### config.mk
export PLATFORM = sky130hd
export DESIGN_NAME = wb_cmd_master_flat
export DESIGN_NICKNAME = d
export VERILOG_FILES = /design/src/rtl/wb_cmd_master_if.sv /design/src/rtl/wb_cmd_master.sv /design/src/flat_wrapper.sv
export SDC_FILE = /design/constraint.sdc
export NUM_CORES = 1
export LEC_CHECK = 0
export ABC_CLOCK_PERIOD_IN_PS = 2700
export CORE_ASPECT_RATIO = 0.5
export CORE_MARGIN = 2
export CORE_UTILIZATION = 46
export DETAILED_ROUTE_END_ITERATION = 8
export GPL_TIMING_DRIVEN = 0
export HOLD_SLACK_MARGIN = 0.15
export PLACE_DENSITY = 0.86
export SLEW_MARGIN = 20
export SYNTH_ARGS = -nofsm -noshare
export SYNTH_HDL_FRONTEND = slang
export SYNTH_SLANG_ARGS = --single-unit
export TNS_END_PERCENT = 10
### constraint.sdc
create_clock -name wb_clk_i -period 2.7 [get_ports wb_clk_i]
set_clock_uncertainty 0.2 [all_clocks]
set_input_delay 0.27 -clock wb_clk_i [delete_from_list [all_inputs] [get_ports wb_clk_i]]
set_output_delay 0.27 -clock wb_clk_i [all_outputs]
set_load 0.05 [all_outputs]
### src/rtl/wb_cmd_master_if.sv
// Command/response stream plus Wishbone classic bus bundle for wb_cmd_master.
// Member suffixes are from the initiator's point of view.
interface wb_cmd_master_if #(
  parameter int unsigned AW = 32,
  parameter int unsigned DW = 32
);
  localparam int unsigned SW = DW / 8;

  logic          cmd_valid_i;
  logic          cmd_ready_o;
  logic          cmd_we_i;
  logic [AW-1:0] cmd_adr_i;
  logic [DW-1:0] cmd_dat_i;
  logic [SW-1:0] cmd_sel_i;

  logic          rsp_valid_o;
  logic          rsp_ready_i;
  logic [DW-1:0] rsp_dat_o;
  logic          rsp_err_o;

  logic          wbm_cyc_o;
  logic          wbm_stb_o;
  logic          wbm_we_o;
  logic [AW-1:0] wbm_adr_o;
  logic [DW-1:0] wbm_dat_o;
  logic [SW-1:0] wbm_sel_o;
  logic [DW-1:0] wbm_dat_i;
  logic          wbm_ack_i;

  modport master (
    input  cmd_valid_i, cmd_we_i, cmd_adr_i, cmd_dat_i, cmd_sel_i,
    output cmd_ready_o,
    output rsp_valid_o, rsp_dat_o, rsp_err_o,
    input  rsp_ready_i,
    output wbm_cyc_o, wbm_stb_o, wbm_we_o, wbm_adr_o, wbm_dat_o, wbm_sel_o,
    input  wbm_dat_i, wbm_ack_i
  );

  modport slave (
    output cmd_valid_i, cmd_we_i, cmd_adr_i, cmd_dat_i, cmd_sel_i,
    input  cmd_ready_o,
    input  rsp_valid_o, rsp_dat_o, rsp_err_o,
    output rsp_ready_i,
    input  wbm_cyc_o, wbm_stb_o, wbm_we_o, wbm_adr_o, wbm_dat_o, wbm_sel_o,
    output wbm_dat_i, wbm_ack_i
  );
endinterface

### src/rtl/wb_cmd_master.sv
// Wishbone classic initiator: one valid/ready command becomes one single
// read/write bus cycle, with the outcome returned on a valid/ready response.
module wb_cmd_master #(
  parameter int unsigned AW      = 32,
  parameter int unsigned DW      = 32,
  parameter int unsigned TIMEOUT = 255
) (
  input  logic               wb_clk_i,
  input  logic               wb_rst_ni,
  wb_cmd_master_if.master    bus,
  output logic               busy_o
);
  localparam int unsigned SW = DW / 8;
  localparam int unsigned CW = $clog2(TIMEOUT + 1);
  localparam logic [CW-1:0] CNT_LAST = CW'(TIMEOUT - 1);

  typedef enum logic [1:0] {IDLE, BUS, RESP} state_e;

  state_e        state_q, state_d;
  logic [CW-1:0] cnt_q, cnt_d;
  logic          cyc_q, cyc_d;
  logic          stb_q, stb_d;
  logic          we_q, we_d;
  logic [AW-1:0] adr_q, adr_d;
  logic [DW-1:0] dat_q, dat_d;
  logic [SW-1:0] sel_q, sel_d;
  logic          rsp_valid_q, rsp_valid_d;
  logic [DW-1:0] rsp_dat_q, rsp_dat_d;
  logic          rsp_err_q, rsp_err_d;
  logic          busy_q, busy_d;

  always_ff @(posedge wb_clk_i or negedge wb_rst_ni) begin
    if (!wb_rst_ni) begin
      state_q     <= IDLE;
      cnt_q       <= '0;
      cyc_q       <= 1'b0;
      stb_q       <= 1'b0;
      we_q        <= 1'b0;
      adr_q       <= '0;
      dat_q       <= '0;
      sel_q       <= '0;
      rsp_valid_q <= 1'b0;
      rsp_dat_q   <= '0;
      rsp_err_q   <= 1'b0;
      busy_q      <= 1'b0;
    end else begin
      state_q     <= state_d;
      cnt_q       <= cnt_d;
      cyc_q       <= cyc_d;
      stb_q       <= stb_d;
      we_q        <= we_d;
      adr_q       <= adr_d;
      dat_q       <= dat_d;
      sel_q       <= sel_d;
      rsp_valid_q <= rsp_valid_d;
      rsp_dat_q   <= rsp_dat_d;
      rsp_err_q   <= rsp_err_d;
      busy_q      <= busy_d;
    end
  end

  always_comb begin
    state_d     = state_q;
    cnt_d       = cnt_q;
    cyc_d       = cyc_q;
    stb_d       = stb_q;
    we_d        = we_q;
    adr_d       = adr_q;
    dat_d       = dat_q;
    sel_d       = sel_q;
    rsp_valid_d = rsp_valid_q;
    rsp_dat_d   = rsp_dat_q;
    rsp_err_d   = rsp_err_q;
    unique case (state_q)
      IDLE: begin
        if (bus.cmd_valid_i) begin
          state_d = BUS;
          cyc_d   = 1'b1;
          stb_d   = 1'b1;
          we_d    = bus.cmd_we_i;
          adr_d   = bus.cmd_adr_i;
          dat_d   = bus.cmd_dat_i;
          sel_d   = bus.cmd_sel_i;
        end
      end
      BUS: begin
        // Ack takes priority over a coinciding timeout.
        if (bus.wbm_ack_i || (cnt_q == CNT_LAST)) begin
          state_d     = RESP;
          cyc_d       = 1'b0;
          stb_d       = 1'b0;
          we_d        = 1'b0;
          adr_d       = '0;
          dat_d       = '0;
          sel_d       = '0;
          rsp_valid_d = 1'b1;
          rsp_err_d   = !bus.wbm_ack_i;
          rsp_dat_d   = (bus.wbm_ack_i && !we_q) ? bus.wbm_dat_i : '0;
        end
        if (!bus.wbm_ack_i) begin
          cnt_d = cnt_q + CW'(1);
        end
      end
      RESP: begin
        if (bus.rsp_ready_i) begin
          state_d     = IDLE;
          rsp_valid_d = 1'b0;
          rsp_dat_d   = '0;
          rsp_err_d   = 1'b0;
          cnt_d       = '0;
        end
      end
      default: state_d = IDLE;
    endcase
    busy_d = (state_d != IDLE);
  end

  assign bus.cmd_ready_o = (state_q == IDLE);
  assign bus.rsp_valid_o = rsp_valid_q;
  assign bus.rsp_dat_o   = rsp_dat_q;
  assign bus.rsp_err_o   = rsp_err_q;
  assign bus.wbm_cyc_o   = cyc_q;
  assign bus.wbm_stb_o   = stb_q;
  assign bus.wbm_we_o    = we_q;
  assign bus.wbm_adr_o   = adr_q;
  assign bus.wbm_dat_o   = dat_q;
  assign bus.wbm_sel_o   = sel_q;
  assign busy_o          = busy_q;
endmodule
### src/flat_wrapper.sv
// flat-port wrapper written by rule: the top's interface ports become plain ports
module wb_cmd_master_flat 
#(
  parameter int unsigned AW      = 32,
  parameter int unsigned DW      = 32,
  parameter int unsigned TIMEOUT = 255
)
  (wb_clk_i, wb_rst_ni, busy_o, bus_cmd_valid_i, bus_cmd_we_i, bus_cmd_adr_i, bus_cmd_dat_i, bus_cmd_sel_i, bus_cmd_ready_o, bus_rsp_valid_o, bus_rsp_dat_o, bus_rsp_err_o, bus_rsp_ready_i, bus_wbm_cyc_o, bus_wbm_stb_o, bus_wbm_we_o, bus_wbm_adr_o, bus_wbm_dat_o, bus_wbm_sel_o, bus_wbm_dat_i, bus_wbm_ack_i);
  wb_cmd_master_if #(.AW(AW), .DW(DW)) bus_i ();
  input  logic wb_clk_i;
  input  logic wb_rst_ni;
  output logic busy_o;
  input wire logic [$bits(bus_i.cmd_valid_i)-1:0] bus_cmd_valid_i;
  input wire logic [$bits(bus_i.cmd_we_i)-1:0] bus_cmd_we_i;
  input wire logic [$bits(bus_i.cmd_adr_i)-1:0] bus_cmd_adr_i;
  input wire logic [$bits(bus_i.cmd_dat_i)-1:0] bus_cmd_dat_i;
  input wire logic [$bits(bus_i.cmd_sel_i)-1:0] bus_cmd_sel_i;
  output wire logic [$bits(bus_i.cmd_ready_o)-1:0] bus_cmd_ready_o;
  output wire logic [$bits(bus_i.rsp_valid_o)-1:0] bus_rsp_valid_o;
  output wire logic [$bits(bus_i.rsp_dat_o)-1:0] bus_rsp_dat_o;
  output wire logic [$bits(bus_i.rsp_err_o)-1:0] bus_rsp_err_o;
  input wire logic [$bits(bus_i.rsp_ready_i)-1:0] bus_rsp_ready_i;
  output wire logic [$bits(bus_i.wbm_cyc_o)-1:0] bus_wbm_cyc_o;
  output wire logic [$bits(bus_i.wbm_stb_o)-1:0] bus_wbm_stb_o;
  output wire logic [$bits(bus_i.wbm_we_o)-1:0] bus_wbm_we_o;
  output wire logic [$bits(bus_i.wbm_adr_o)-1:0] bus_wbm_adr_o;
  output wire logic [$bits(bus_i.wbm_dat_o)-1:0] bus_wbm_dat_o;
  output wire logic [$bits(bus_i.wbm_sel_o)-1:0] bus_wbm_sel_o;
  input wire logic [$bits(bus_i.wbm_dat_i)-1:0] bus_wbm_dat_i;
  input wire logic [$bits(bus_i.wbm_ack_i)-1:0] bus_wbm_ack_i;
  assign bus_i.cmd_valid_i = bus_cmd_valid_i;
  assign bus_i.cmd_we_i = bus_cmd_we_i;
  assign bus_i.cmd_adr_i = bus_cmd_adr_i;
  assign bus_i.cmd_dat_i = bus_cmd_dat_i;
  assign bus_i.cmd_sel_i = bus_cmd_sel_i;
  assign bus_cmd_ready_o = bus_i.cmd_ready_o;
  assign bus_rsp_valid_o = bus_i.rsp_valid_o;
  assign bus_rsp_dat_o = bus_i.rsp_dat_o;
  assign bus_rsp_err_o = bus_i.rsp_err_o;
  assign bus_i.rsp_ready_i = bus_rsp_ready_i;
  assign bus_wbm_cyc_o = bus_i.wbm_cyc_o;
  assign bus_wbm_stb_o = bus_i.wbm_stb_o;
  assign bus_wbm_we_o = bus_i.wbm_we_o;
  assign bus_wbm_adr_o = bus_i.wbm_adr_o;
  assign bus_wbm_dat_o = bus_i.wbm_dat_o;
  assign bus_wbm_sel_o = bus_i.wbm_sel_o;
  assign bus_i.wbm_dat_i = bus_wbm_dat_i;
  assign bus_i.wbm_ack_i = bus_wbm_ack_i;
  wb_cmd_master #(.AW(AW), .DW(DW), .TIMEOUT(TIMEOUT)) u_core (.wb_clk_i(wb_clk_i), .wb_rst_ni(wb_rst_ni), .bus(bus_i), .busy_o(busy_o));
endmodule
### Yosys cells after proc, flatten, opt, wreduce, memory -nomap -nowiden

Cells that the tools add are included.

* add/sub/neg operators: 1
* eq/ne operators: 7
* mux-type cells: 29
* reductions and logical operators: 11

Operator list (count)
* $mux 32: 6
* $pmux 32 s2: 3
* $mux 8: 2
* $pmux 8 s2: 1
* $reduce_and 3->1: 3
* $add 8x1->8 const B: 1
* $eq 8x8->1 const B: 1
* $mux 4: 2
* $pmux 1 s2: 4
* $pmux 4 s2: 1
* $mux 1: 6
* $mux 2: 3
* $ne 2x2->1 const B: 3
* $pmux 2 s3: 1
* $reduce_bool 2->1: 3
* $eq 2x1->1 const B: 1
* $eq 2x2->1 const B: 1
* $logic_not 1->1: 2
* $logic_not 2->1: 1
* $ne 2x1->1 const B: 1
* $logic_and 1x1->1: 1
* $logic_or 1x1->1: 1

* register bits after elaboration: 115
* input bits: 106
* output and inout port bits: 107
* word-level logic and storage cells: 59

### Logic depth before layout (Yosys ltp)

* depth after elaboration: 5
* gate-level depth with buffers: 7
* depth with buffers taken out: 5

### Least setup slack after synthesis

Ideal clock, no wire load.

* path kind: flip-flop to output port
* start: reg u_core.state_q[0]
* end: out bus_cmd_ready_o
* data arrival time: 1.202 ns
* setup slack: 1.028 ns
* cell stages (with the launch flop): 3
* path buffers: 1
* cell sequence: dfrtp_1 -> buf_4 -> nor2_1

* longest elaborated chain between the ends: 1

Ends and longest elaborated chain
* from (decl): RTL line wb_cmd_master.sv:19 `state_e state_q, state_d;`
* from (signal assigned): RTL line wb_cmd_master.sv:47 `state_q <= state_d;`
* $logic_not 2->1: RTL line wb_cmd_master.sv:118 `assign bus.cmd_ready_o = (state_q == IDLE);`
* to (decl): RTL line flat_wrapper.sv:18 `output wire logic [$bits(bus_i.cmd_ready_o)-1:0] bus_cmd_ready_o;`

No other way between the ends.

### Final worst setup path

Same ends and word-level chain as after synthesis.

==> impl_metrics.toml <==
[status]
status = "complete, no violations"

[route]
vias = 4449
drt-initial-drc-count = 293
highest_layer = "met4"
m1WireLength_mm = 6.15
drt-total-wl_mm = 14.2
wl_met2_mm = 7.04
drc = 0
routed-wl-met3_um = 753
drtPass1Iterations = 4
postRouteAntennaNets = 0
avgViaCountPerCell = 5.27
wl_per_cell_um = 16.8

[critical_path]
cpLargestDelayFamily = "buffers and inverters"
r2r_slack_ns = 0.74
reg2reg_to = "u_core.bus.rsp_dat_o[27]"
crit_type = "reg2out"
path_cells = "buf_4, nor2_1, clkdlybuf4s50_1"
cp_slowest_cell = "clkdlybuf4s50_1"
worstPathMaxFanout = 10
ff2ff_path_depth = 6
slowest_delay_ns = 0.81
worst_ep_arrival_time_ns = 1.92
timing.rr.start = "u_core.state_q[1]"
worstPathRequired_ns = 2.23
crit_path_end_kind = "output port"
path_buf_inv = 2
worst_setup_path_start_kind = "flip-flop"

[synth]
synth_warnings = 0
synth_ff_type = "dfrtp_1"
synth_edf_count = 0
synth.net_count = 559
synth.avg_cell_area_um2 = 11.3
ys_seq_area_share_pct = 56.4
ys_ff_latch = 115
ys_types = 34
synthArstFlopShare_pct = 100
synthCells = 451
synth_area_um2 = 5100

[floorplan]
core-area_um2 = 10900
rows = 27
dieHeight_um = 78.4
initial_utilization_pct = 46.7
io_pins = 213
die_area_um2 = 12000
die_w_um = 153

[sta]
finalWorstSetupSlack_ns = 0.308
relSlewSlack_pct = 62.9
period_needed_ns = 2.39
final_hold_viol_count = 0
fmax_ghz = 0.418
setup_viol = 0
post-route-period-util_pct = 88.6
slew_violations = 0
worstMarginPinSlew_ns = 0.554
rsz0062_at_grt = "false"

[run]
drv_cap = 0

[clocking]
cts-root-buf = "clkbuf_16"
htree_levels = 4
clkTransAtPathRegs_ns = 0.06
clk_path_buf_depth = 2
clkSinkCount = 115
cts_made_buffers = 17
cts_tree = "yes"
clock_latency_ns = 0.40
postCtsSetupBuffers = 0

[global_route]
grt_max_degree = 76
grt_pass1_wl_mm = 23.0
antenna_found_initial = 0
grt_overflow = 0
grt_pass1_vias = 4610
grt_use_total_pct = 23.9

[layout]
fin_util_pct = 74.9
area_growth_pct = 60.2
drive_above_1_share_pct = 10.2
fill_cells = 756
num-nets-final = 794
postLayoutCellArea_um2 = 8170
insertedDiodeCount = 0

[power_and_ir_drop]
swShare_pct = 44.4
comb_power_share_pct = 51.8
p_leak_uw = 0.00347
pwr-share-clk_pct = 23.3
internal_power_uw = 6360
peakVddDrop_uv = 687
pwr-share-seq_pct = 24.9
p_switching_uw = 5080
power_density_nw_per_um2 = 1400

[placement]
placed_cell_area_um2 = 7420
gp_congestion = 0.833
portBuffers = 211
dp_hpwl_mm = 9.86
dp_slack_ns = 0.675

[worst_hold_path]
min_path_type = "in2reg"
min_path_cells = 3
hold_start = "bus_wbm_dat_i[26]"
worstHoldEndpoint = "u_core.bus.rsp_dat_o[26]"
[stage by stage]
stage	hold WS, ns	instances	setup TNS, ns	power [µW]
floorplan	-0.226	451	0	6770
global placement	0.261	807	-375.63	8660
detailed placement	0.00996	808	0	8790
CTS	0.265	844	0	11500
global route	0.274	844	0	12000
finish	0.278	844	0	11400
[worst max-delay path by stage]
stage,slack [ns],endpoint,cells after the start,startpoint
after floorplan,1.03,bus_cmd_ready_o,2,u_core.state_q[0]
after global placement,-3.28,u_core.bus.wbm_dat_o[2],1,wb_rst_ni
after detailed placement,0.67,u_core.bus.wbm_sel_o[1],6,bus_cmd_valid_i
after CTS,0.29,bus_cmd_ready_o,3,u_core.state_q[0]
after global routing,0.25,bus_cmd_ready_o,3,u_core.state_q[0]
final,0.31,bus_cmd_ready_o,3,u_core.state_q[0]
[timing repair]
action / in CTS / in global routing
hold buffers: 4 / 0
resized for setup: 0 / 0
hold endpoints to repair: 119 / 0
[worst register-to-register path, cell delays in order, from the launching register on]
cell	delay [ns]
dfrtp_1	0.38
buf_2	0.18
nor4bb_1	0.46
buf_2	0.23
buf_2	0.23
a32oi_1	0.11
o21ai_1	0.10
[sequential cells by signal (all words and copies together) (netlist names)]
| register | cells |
|---|---|
| u_core.bus.rsp_valid_o | 1 |
| u_core.cnt_q | 8 |
| u_core.state_q | 2 |
| u_core.bus.wbm_we_o | 1 |
| u_core.bus.rsp_err_o | 1 |
| u_core.bus.wbm_dat_o | 32 |
| u_core.busy_o | 1 |
| u_core.bus.wbm_adr_o | 32 |
| u_core.bus.wbm_cyc_o | 1 |
| u_core.bus.wbm_sel_o | 4 |
| u_core.bus.rsp_dat_o | 32 |
[synth_stat cells (2+ instances only)]
cell type	n	area share, %
a21oi_1	75	7.4
a32oi_1	32	5.5
buf_2	26	2.6
buf_4	3	0.44
buf_6	7	1.5
clkbuf_1	7	0.52
dfrtp_1	115	56
ha_1	2	0.49
inv_1	34	2.5
mux2i_1	71	14
nand2_1	8	0.59
nand2b_1	2	0.25
nand4bb_1	2	0.44
nor2_1	8	0.59
o211ai_1	2	0.29
o21ai_0	2	0.20
o21ai_1	36	3.5
o31ai_1	3	0.44
[kinds of logic (layout without fill, tap and decap cells)]
family / count (synthesis) / after routing / synth area share (%)
AO/OA/AOI/OAI: 153 / 153 / 17.8
XOR/XNOR: 1 / 1 / 0.172
adder cells (fa/ha/maj): 2 / 2 / 0.491
buffers and inverters: 77 / 325 / 7.56
flip-flops: 115 / 115 / 56.4
multiplexers: 71 / 71 / 13.9
AND/OR/NAND/NOR: 32 / 32 / 3.61
[cells in the final DEF, fill, tap and decap left out, types with 2 or more instances in the layout]
cell type        Yosys  routed
o21ai_1             36      36
dfrtp_1            115     115
buf_2               26      26
dlygate4sd3_1        0       4
clkinv_2             0       2
clkbuf_8             0       2
bufinv_16            0       7
nand4bb_1            2       2
buf_6                7       8
buf_4                3       3
a32oi_1             32      32
clkinv_4             0       3
nor2_1               8       8
o211ai_1             2       2
ha_1                 2       2
o31ai_1              3       3
a21oi_1             75      75
nand2b_1             2       2
o21ai_0              2       2
mux2i_1             71      71
clkdlybuf4s50_1      0     210
nand2_1              8       8
inv_1               34      34
clkbuf_1             7       7
clkbuf_16            0      17
[layout make-up]
type	instances	area [µm²]	share of cell area, %
Sequential cell	115	2880	35.2
Timing Repair Buffer	216	2180	26.7
Multi-Input combinational cell	259	1840	22.5
Clock buffer	19	453	5.55
Buffer	43	258	3.16
Clock inverter	13	254	3.11
Tap cell	145	181	2.22
Inverter	34	128	1.56
[metal layers]
metal	track usage [%]	vias up
met5	0	-
met4	8.15	0
met3	6.79	27
met2	40.9	139
met1	29.5	2181
li1	-	2102
[power by group through the flow]
stage	clock (µW)	combinational (µW)	sequential [µW]
detailed placement	0	5940	2850
floorplan	0	1740	5030
CTS	2710	5960	2840
global route	2790	6240	2930
global placement	0	5830	2820
finish	2660	5930	2840
No activity file was read; power rests on OpenSTA's default activity.
